File: src/rtl/sseg_scan_if.sv
// Producer-side handshake bundle for the 4-digit scan controller.
// Carries digit loads toward the display and busy/ack status back.
interface sseg_scan_if;
   logic        load;
   logic [15:0] digits_in;
   logic [3:0]  dp_in;
   logic        blank_lz;
   logic        busy;
   logic        load_ack;

   modport master (
      output load, digits_in, dp_in, blank_lz,
      input  busy, load_ack
   );

   modport slave (
      input  load, digits_in, dp_in, blank_lz,
      output busy, load_ack
   );
endinterface

File: src/rtl/sseg_scan_ctrl.sv
// Fixed-schedule 4-digit 7-segment scanner with per-slot blanking,
// double-buffered loads handed off on frame boundaries, and zero blanking.
module sseg_scan_ctrl #(
   parameter int REFRESH_DIV = 50000,
   parameter int BLANK_CYC   = 500
) (
   input  logic       clk,
   input  logic       rst_n,
   sseg_scan_if.slave bus,
   output logic [6:0] sseg,
   output logic       dp,
   output logic [3:0] an
);

   localparam int CW = $clog2(REFRESH_DIV);
   localparam logic [CW-1:0] LAST = CW'(REFRESH_DIV - 1);

   logic [CW-1:0] cnt_q, cnt_d;
   logic [1:0]    idx_q, idx_d;
   logic [15:0]   pend_dig_q, pend_dig_d;
   logic [3:0]    pend_dp_q, pend_dp_d;
   logic          pend_lz_q, pend_lz_d;
   logic          pend_vld_q, pend_vld_d;
   logic [15:0]   act_dig_q, act_dig_d;
   logic [3:0]    act_dp_q, act_dp_d;
   logic          act_lz_q, act_lz_d;
   logic          ack_q, ack_d;
   logic [3:0]    an_q, an_d;
   logic [6:0]    sseg_q, sseg_d;
   logic          dp_q, dp_d;

   logic          last, frame, xfer, in_blank;
   logic [3:0]    zero, lz_m, cur;

   function automatic logic [6:0] dec(input logic [3:0] d);
      case (d)
         4'h0:    dec = 7'b1000000;
         4'h1:    dec = 7'b1111001;
         4'h2:    dec = 7'b0100100;
         4'h3:    dec = 7'b0110000;
         4'h4:    dec = 7'b0011001;
         4'h5:    dec = 7'b0010010;
         4'h6:    dec = 7'b0000010;
         4'h7:    dec = 7'b1111000;
         4'h8:    dec = 7'b0000000;
         4'h9:    dec = 7'b0010000;
         4'hA:    dec = 7'b0001000;
         4'hB:    dec = 7'b0000011;
         4'hC:    dec = 7'b1000110;
         4'hD:    dec = 7'b0100001;
         4'hE:    dec = 7'b0000110;
         default: dec = 7'b0001110;
      endcase
   endfunction

   // Blank window at the head of every slot; absent when BLANK_CYC is 0.
   if (BLANK_CYC == 0) begin : g_noblank
      assign in_blank = 1'b0;
   end else begin : g_blank
      localparam logic [CW-1:0] BLK = CW'(BLANK_CYC);
      assign in_blank = (cnt_q < BLK);
   end

   // Slot scheduling, buffer handoff and next pin values.
   always_comb begin
      last  = (cnt_q == LAST);
      frame = last && (idx_q == 2'd3);
      xfer  = frame && pend_vld_q;

      cnt_d = last ? '0 : cnt_q + 1'b1;
      idx_d = last ? idx_q + 2'd1 : idx_q;

      pend_dig_d = pend_dig_q;
      pend_dp_d  = pend_dp_q;
      pend_lz_d  = pend_lz_q;
      pend_vld_d = pend_vld_q;
      if (xfer) pend_vld_d = 1'b0;
      if (bus.load) begin
         pend_dig_d = bus.digits_in;
         pend_dp_d  = bus.dp_in;
         pend_lz_d  = bus.blank_lz;
         pend_vld_d = 1'b1;
      end

      act_dig_d = act_dig_q;
      act_dp_d  = act_dp_q;
      act_lz_d  = act_lz_q;
      if (xfer) begin
         act_dig_d = pend_dig_q;
         act_dp_d  = pend_dp_q;
         act_lz_d  = pend_lz_q;
      end
      ack_d = xfer;

      for (int i = 0; i < 4; i++) zero[i] = (act_dig_q[4*i +: 4] == 4'h0);
      lz_m[3] = act_lz_q & zero[3];
      lz_m[2] = lz_m[3] & zero[2];
      lz_m[1] = lz_m[2] & zero[1];
      lz_m[0] = 1'b0;
      cur = act_dig_q[{idx_q, 2'b00} +: 4];

      an_d   = 4'b1111;
      sseg_d = 7'b1111111;
      dp_d   = 1'b1;
      if (!in_blank && !lz_m[idx_q]) begin
         an_d[idx_q] = 1'b0;
         sseg_d      = dec(cur);
         dp_d        = ~act_dp_q[idx_q];
      end
   end

   // Scan counters, pending/active buffers and registered pins.
   always_ff @(posedge clk or negedge rst_n) begin
      if (!rst_n) begin
         cnt_q      <= '0;
         idx_q      <= '0;
         pend_dig_q <= '0;
         pend_dp_q  <= '0;
         pend_lz_q  <= 1'b0;
         pend_vld_q <= 1'b0;
         act_dig_q  <= '0;
         act_dp_q   <= '0;
         act_lz_q   <= 1'b0;
         ack_q      <= 1'b0;
         an_q       <= 4'b1111;
         sseg_q     <= 7'b1111111;
         dp_q       <= 1'b1;
      end else begin
         cnt_q      <= cnt_d;
         idx_q      <= idx_d;
         pend_dig_q <= pend_dig_d;
         pend_dp_q  <= pend_dp_d;
         pend_lz_q  <= pend_lz_d;
         pend_vld_q <= pend_vld_d;
         act_dig_q  <= act_dig_d;
         act_dp_q   <= act_dp_d;
         act_lz_q   <= act_lz_d;
         ack_q      <= ack_d;
         an_q       <= an_d;
         sseg_q     <= sseg_d;
         dp_q       <= dp_d;
      end
   end

   assign an           = an_q;
   assign sseg         = sseg_q;
   assign dp           = dp_q;
   assign bus.busy     = pend_vld_q;
   assign bus.load_ack = ack_q;

endmodule

File: src/flat_wrapper.sv
// flat-port wrapper written by rule: the top's interface ports become plain ports
module sseg_scan_ctrl_flat 
#(
   parameter int REFRESH_DIV = 50000,
   parameter int BLANK_CYC   = 500
)
  (clk, rst_n, sseg, dp, an, bus_load, bus_digits_in, bus_dp_in, bus_blank_lz, bus_busy, bus_load_ack);
  sseg_scan_if bus_i ();
  input  logic clk;
  input  logic rst_n;
  output logic [6:0] sseg;
  output logic dp;
  output logic [3:0] an;
  input wire logic [$bits(bus_i.load)-1:0] bus_load;
  input wire logic [$bits(bus_i.digits_in)-1:0] bus_digits_in;
  input wire logic [$bits(bus_i.dp_in)-1:0] bus_dp_in;
  input wire logic [$bits(bus_i.blank_lz)-1:0] bus_blank_lz;
  output wire logic [$bits(bus_i.busy)-1:0] bus_busy;
  output wire logic [$bits(bus_i.load_ack)-1:0] bus_load_ack;
  assign bus_i.load = bus_load;
  assign bus_i.digits_in = bus_digits_in;
  assign bus_i.dp_in = bus_dp_in;
  assign bus_i.blank_lz = bus_blank_lz;
  assign bus_busy = bus_i.busy;
  assign bus_load_ack = bus_i.load_ack;
  sseg_scan_ctrl #(.REFRESH_DIV(REFRESH_DIV), .BLANK_CYC(BLANK_CYC)) u_core (.clk(clk), .rst_n(rst_n), .bus(bus_i), .sseg(sseg), .dp(dp), .an(an));
endmodule
File: config.mk
export PLATFORM = sky130hd
export DESIGN_NAME = sseg_scan_ctrl_flat
export DESIGN_NICKNAME = d
export VERILOG_FILES = /design/src/rtl/sseg_scan_if.sv /design/src/rtl/sseg_scan_ctrl.sv /design/src/flat_wrapper.sv
export SDC_FILE = /design/constraint.sdc
export NUM_CORES = 1
export LEC_CHECK = 0
export BUFFER_PORTS_ARGS = -buffer_cell sky130_fd_sc_hd__buf_2
export CAP_MARGIN = 20
export CORE_UTILIZATION = 55
export DETAILED_ROUTE_END_ITERATION = 10
export PLACE_DENSITY = 0.76
export SYNTH_ARGS = -nofsm -noshare
export SYNTH_HDL_FRONTEND = slang
export SYNTH_SLANG_ARGS = --single-unit
File: constraint.sdc
create_clock -name clk -period 2.7 [get_ports clk]
set_clock_uncertainty 0.1 [all_clocks]
set_input_delay 0.54 -clock clk [delete_from_list [all_inputs] [get_ports clk]]
set_output_delay 0.54 -clock clk [all_outputs]
set_load 0.1 [all_outputs]
Word-level counts from Yosys, hierarchy flattened:

Memories as Yosys holds them, arrays and structs flattened.
Cells that the tools add are included.

* flip-flop bits (word level): 74
* memory bits (read-only): 112
* input bits: 24
* word-level logic and storage cells: 49
* memories: 1

Memories
* (name not given): depth 16, bits a word 7, read ports 1, clocked after Yosys merged registers in 0, write ports 0, line sseg_scan_ctrl.sv:36 `case (d)`

* $add $sub $neg: 2
* $lt $le $gt $ge: 3
* equality and inequality tests: 2
* shift-type cells: 1
* mux-type cells: 12
* bitwise gates (word level): 5
* reduce and logical (&&, ||, !) cells: 10

Operator list (number)
* $add 16x1->16 const B: 1
* $eq 16x16->1 const B: 1
* $lt 16x9->1 const B: 1
* $mux 16: 1
* $shiftx 16x5->4: 1
* $logic_not 4->1: 3
* $mux 7: 1
* $mux 1: 6
* $bmux 1 s2: 2
* $logic_and 1x1->1: 4
* $mux 4: 1
* $not 4->4: 1
* $and 1x1->1: 3
* $lt 2x3->1 const B: 1
* $add 2x1->2 const B: 1
* $demux 1 s2: 1
* $eq 2x2->1 const B: 1
* $ge 2x1->1 const B: 1
* $logic_not 1->1: 2
* $reduce_bool 2->1: 1
* $not 1->1: 1

Longest topological paths before layout:

* depth after elaboration: 9
* gate-level depth with buffers: 8
* depth with buffers taken out: 7

Least setup slack after synthesis:

Ideal clock, no wire load.

* kind: register -> register
* start: reg u_core.cnt_q[12]
* end: reg u_core.act_dig_q[15]
* arrival: 2.028 ns
* required time: 2.475 ns
* path slack: 0.447 ns
* cell stages (with the launch flop): 7
* clock period less this slack: 2.253 ns
* cell sequence: dfrtp_1 -> or4_4 -> nor4_4 -> and3_1 -> buf_6 -> buf_12 -> mux2_4

* longest elaborated chain between the ends: 3

Ends and longest elaborated chain
* start, declared: line sseg_scan_ctrl.sv:18 `logic [CW-1:0] cnt_q, cnt_d;`
* start signal, assigned: line sseg_scan_ctrl.sv:129 `cnt_q <= cnt_d;`
* $eq 16x16->1: line sseg_scan_ctrl.sv:66 `last = (cnt_q == LAST);`
* $logic_and 1x1->1: line sseg_scan_ctrl.sv:67 `frame = last && (idx_q == 2'd3);`
* $logic_and 1x1->1: line sseg_scan_ctrl.sv:68 `xfer = frame && pend_vld_q;`
* end signal, assigned: line sseg_scan_ctrl.sv:135 `act_dig_q <= act_dig_d;`
* end, declared: line sseg_scan_ctrl.sv:24 `logic [15:0] act_dig_q, act_dig_d;`

Every way passes these cells.
A chain may end at the register's enable or synchronous reset.

Worst setup path after layout:

* start: reg u_core.cnt_q[12]
* end: reg u_core.act_dig_q[0]

The elaborated chain is that of the path after synthesis.

==> key figures <==
Status
  • Outcome: complete, no violations

Floorplan
  • Die Ht: 80.82 um
  • Initial Utilization: 0.5737
  • I/O Pins: 38
  • Die area: 6532 sq um
  • Die Wd: 80.82 um
  • Site row count: 28
  • Core ar.: 5956 sq um

GRT
  • Grt ovf: 0
  • Initial antenna violation count: 0
  • Maximum number of pins on one net before global-route repair: 75
  • Number of global-route vias before repair: 1,998
  • First-pass GRT wire length: 9804 um
  • All-Layer GR Usage: 0.2051

Route
  • DR pass1 iterations: 4
  • ANT nets after route: 0
  • DRC viols: 0
  • Wirelength per Cell: 15.25 um
  • Total Wirelength: 5703 um
  • DRT iter0 DRCs: 99
  • Vias: 2,071
  • Vias per cell: 5.537

Synthesis
  • Sequential share of the synthesized area: 0.5463
  • Dominant synthesized flop cell: dfrtp_1
  • Flop and latch count out of synthesis: 74
  • Post-Syn Nets: 287
  • Synth Warn #: 0
  • Mapped Cells: 252
  • Synth cell types: 39
  • Post-synth ARST share: 1.000
  • EDFF count, synth: 0
  • Synth Area per Inst: 13.56 sq um
  • Mapped cell area: 3417 sq um

Setup path
  • CP bufs+invs: 1
  • CP Class: reg -> reg
  • Family with the most delay on the worst path: simple AND/OR/NAND/NOR gates
  • Max FO, Critical Path: 22
  • Crit path required time: 2.84 ns
  • Crit-path slowest cell: or4_4
  • Crit path launch type: flop
  • Cells along the critical path: or4_4 > nor4_4 > and3_1 > buf_12 > mux2_2
  • Slowest cell delay on critical path: 0.53 ns
  • Crit path capture type: flop
  • Arrival @ worst endpoint: 2.40 ns

CTS
  • Max H-tree Level: 3
  • Clock root buffer: clkbuf_8
  • Post-CTS Hold Buffers: 0
  • Post-CTS sizing: 0
  • Clock Path Buffers: 2
  • Clock Sinks: 74
  • Setup Fix Bufs, Post-CTS: 0
  • CTS tree: done
  • CTS Buf Count: 9
  • Worst-Skew Late Latency: 0.35 ns
  • Clock-pin slew on the worst setup and hold paths: 0.08 ns

Layout
  • Area Overhead vs Synth: 13.99%
  • Final nets: 329
  • Fillers: 440
  • Final Core Density: 0.6540
  • Antenna cells: 0
  • Share of cells above drive strength 1: 0.4147

STA
  • RSZ-0062 raised after global routing: no
  • Final WS setup: 0.4368 ns
  • Period utilization: 0.8382
  • Fmax: 441.8 MHz
  • Crit path time final: 2.263 ns
  • Final Max Slew Viols: 0
  • Slew @ Worst Pin: 0.6311 ns
  • Final hold violations: 0
  • Rel. slew slack: 0.5754
  • Post-route setup TNS: 0 ns
  • Setup violators final: 0

Min path
  • Min-delay worst type: in -> async

Power
  • Power Density: 559.2 nW/um^2
  • Pleak: 0.001703 uW
  • VDD IR max: 0.4217 mV

Placed design
  • GPL Wtd Cong: 0.8270
  • Post-Place Worst Slack: 0.4347 ns
  • Hpwl dp: 3937 um
  • Port Buffers: 37

Flow run
  • Number of max-cap violations: 0
flip-flops by register name, summed over array words and instances, names as in the netlist, 2 cells and up:
signal	cells
u_core.act_dp_q	4
u_core.pend_dig_q	16
u_core.sseg	7
u_core.pend_dp_q	4
u_core.an	4
u_core.act_dig_q	16
u_core.idx_q	2
u_core.cnt_q	16
final timing paths:
path | startpoint | to | slack [ns] | cells after the start
max | u_core.cnt_q[12]$_DFF_PN0_ | u_core.act_dig_q[0]$_DFFE_PN0P_ | 0.44 | 5
min | rst_n | u_core.cnt_q[1]$_DFF_PN0_ | 0.11 | 2
max reg2reg | u_core.cnt_q[12]$_DFF_PN0_ | u_core.act_dig_q[0]$_DFFE_PN0P_ | 0.44 | 5
min reg2reg | u_core.cnt_q[5]$_DFF_PN0_ | u_core.cnt_q[5]$_DFF_PN0_ | 0.39 | 1
max in group asynchronous | rst_n | u_core.cnt_q[14]$_DFF_PN0_ | 2.08 | 2
min in group clk | bus_blank_lz | u_core.pend_lz_q$_DFFE_PN0P_ | 0.32 | 2
cell usage in the layout, fill, tap and decap left out, drive strengths merged, types with 3 or more instances in the layout:
cell type	synthesis	final
dfrtp	62	62
xnor2	7	7
mux2i	3	3
o21ai	3	3
and2	3	3
nor2	10	10
mux2	44	44
nor2b	3	3
nand3	12	12
nor4	8	8
dfstp	12	12
ha	11	11
inv	10	10
nand2	11	11
buf	6	42
mux4	5	5
nand4	7	7
nor3	3	3
clkbuf	5	11
a21oi	4	4
xor2	5	5
layer usage:
metal | wire length [um] | track usage | part of all wire | up-vias
met2 | 2590 | 0.2958 | 0.45 | 55
li1 | - | - | - | 977
met5 | 0 | 0 | 0 | -
met3 | 239 | 0.04831 | 0.042 | 12
met4 | 156 | 0.1232 | 0.027 | 0
met1 | 2715 | 0.2810 | 0.48 | 1027
layout make-up:
type / instances / area (sq um) / share of cell area
clock inverter: 5 / 77.57 / 0.01992
inverter: 10 / 37.54 / 0.009637
clock buffer: 11 / 141.4 / 0.03630
sequential: 74 / 1867 / 0.4793
timing repair buffer: 42 / 247.7 / 0.06360
tap: 75 / 93.84 / 0.02409
multi-input combinational: 157 / 1430 / 0.3672
kinds of logic after synthesis:
group                      count (synthesis)  share of synthesized area
muxes                                     52                     0.2076
adders and majority gates                 11                    0.04028
buffers and inverters                     21                    0.03515
DFF                                       74                     0.5463
AOI/OAI and AO/OA                         17                    0.03332
and+or+nand+nor                           65                     0.1066
xor gates and xnor gates                  12                    0.03076
where the power goes:
group / internal, uW / switching, uW / total [uW]
clock network: 543 / 396 / 939
logic: 43.2 / 36.7 / 79.9
registers: 1140 / 18.7 / 1160
metrics by stage:
stage	instance area [sq um]	cells	total power [uW]	hold WS (ns)
after floorplan	3417	252	1210	0.1444
after global placement	3676	358	1259	0.3704
after detailed placement	3676	358	1263	0.3794
after CTS	3895	374	2206	0.1137
after global routing	3895	374	2263	0.1420
final	3895	374	2178	0.1114
cells in the mapped netlist, drive strengths merged, types with 3 or more instances:
| library cell | n | area, sq um |
|---|---|---|
| xnor2 | 7 | 61.31 |
| xor2 | 5 | 43.79 |
| nor2 | 10 | 37.54 |
| nor2b | 3 | 18.77 |
| dfrtp | 62 | 1551 |
| nand3 | 12 | 60.06 |
| a21oi | 4 | 20.02 |
| and2 | 3 | 18.77 |
| ha | 11 | 137.6 |
| buf | 6 | 63.81 |
| mux2i | 3 | 30.03 |
| nor3 | 3 | 15.01 |
| dfstp | 12 | 315.3 |
| inv | 10 | 37.54 |
| clkbuf | 5 | 18.77 |
| o21ai | 3 | 15.01 |
| mux4 | 5 | 112.6 |
| mux2 | 44 | 566.8 |
| nand2 | 11 | 41.29 |
| nor4 | 8 | 65.06 |
| nand4 | 7 | 43.79 |
No activity file was read; power rests on OpenSTA's default activity.
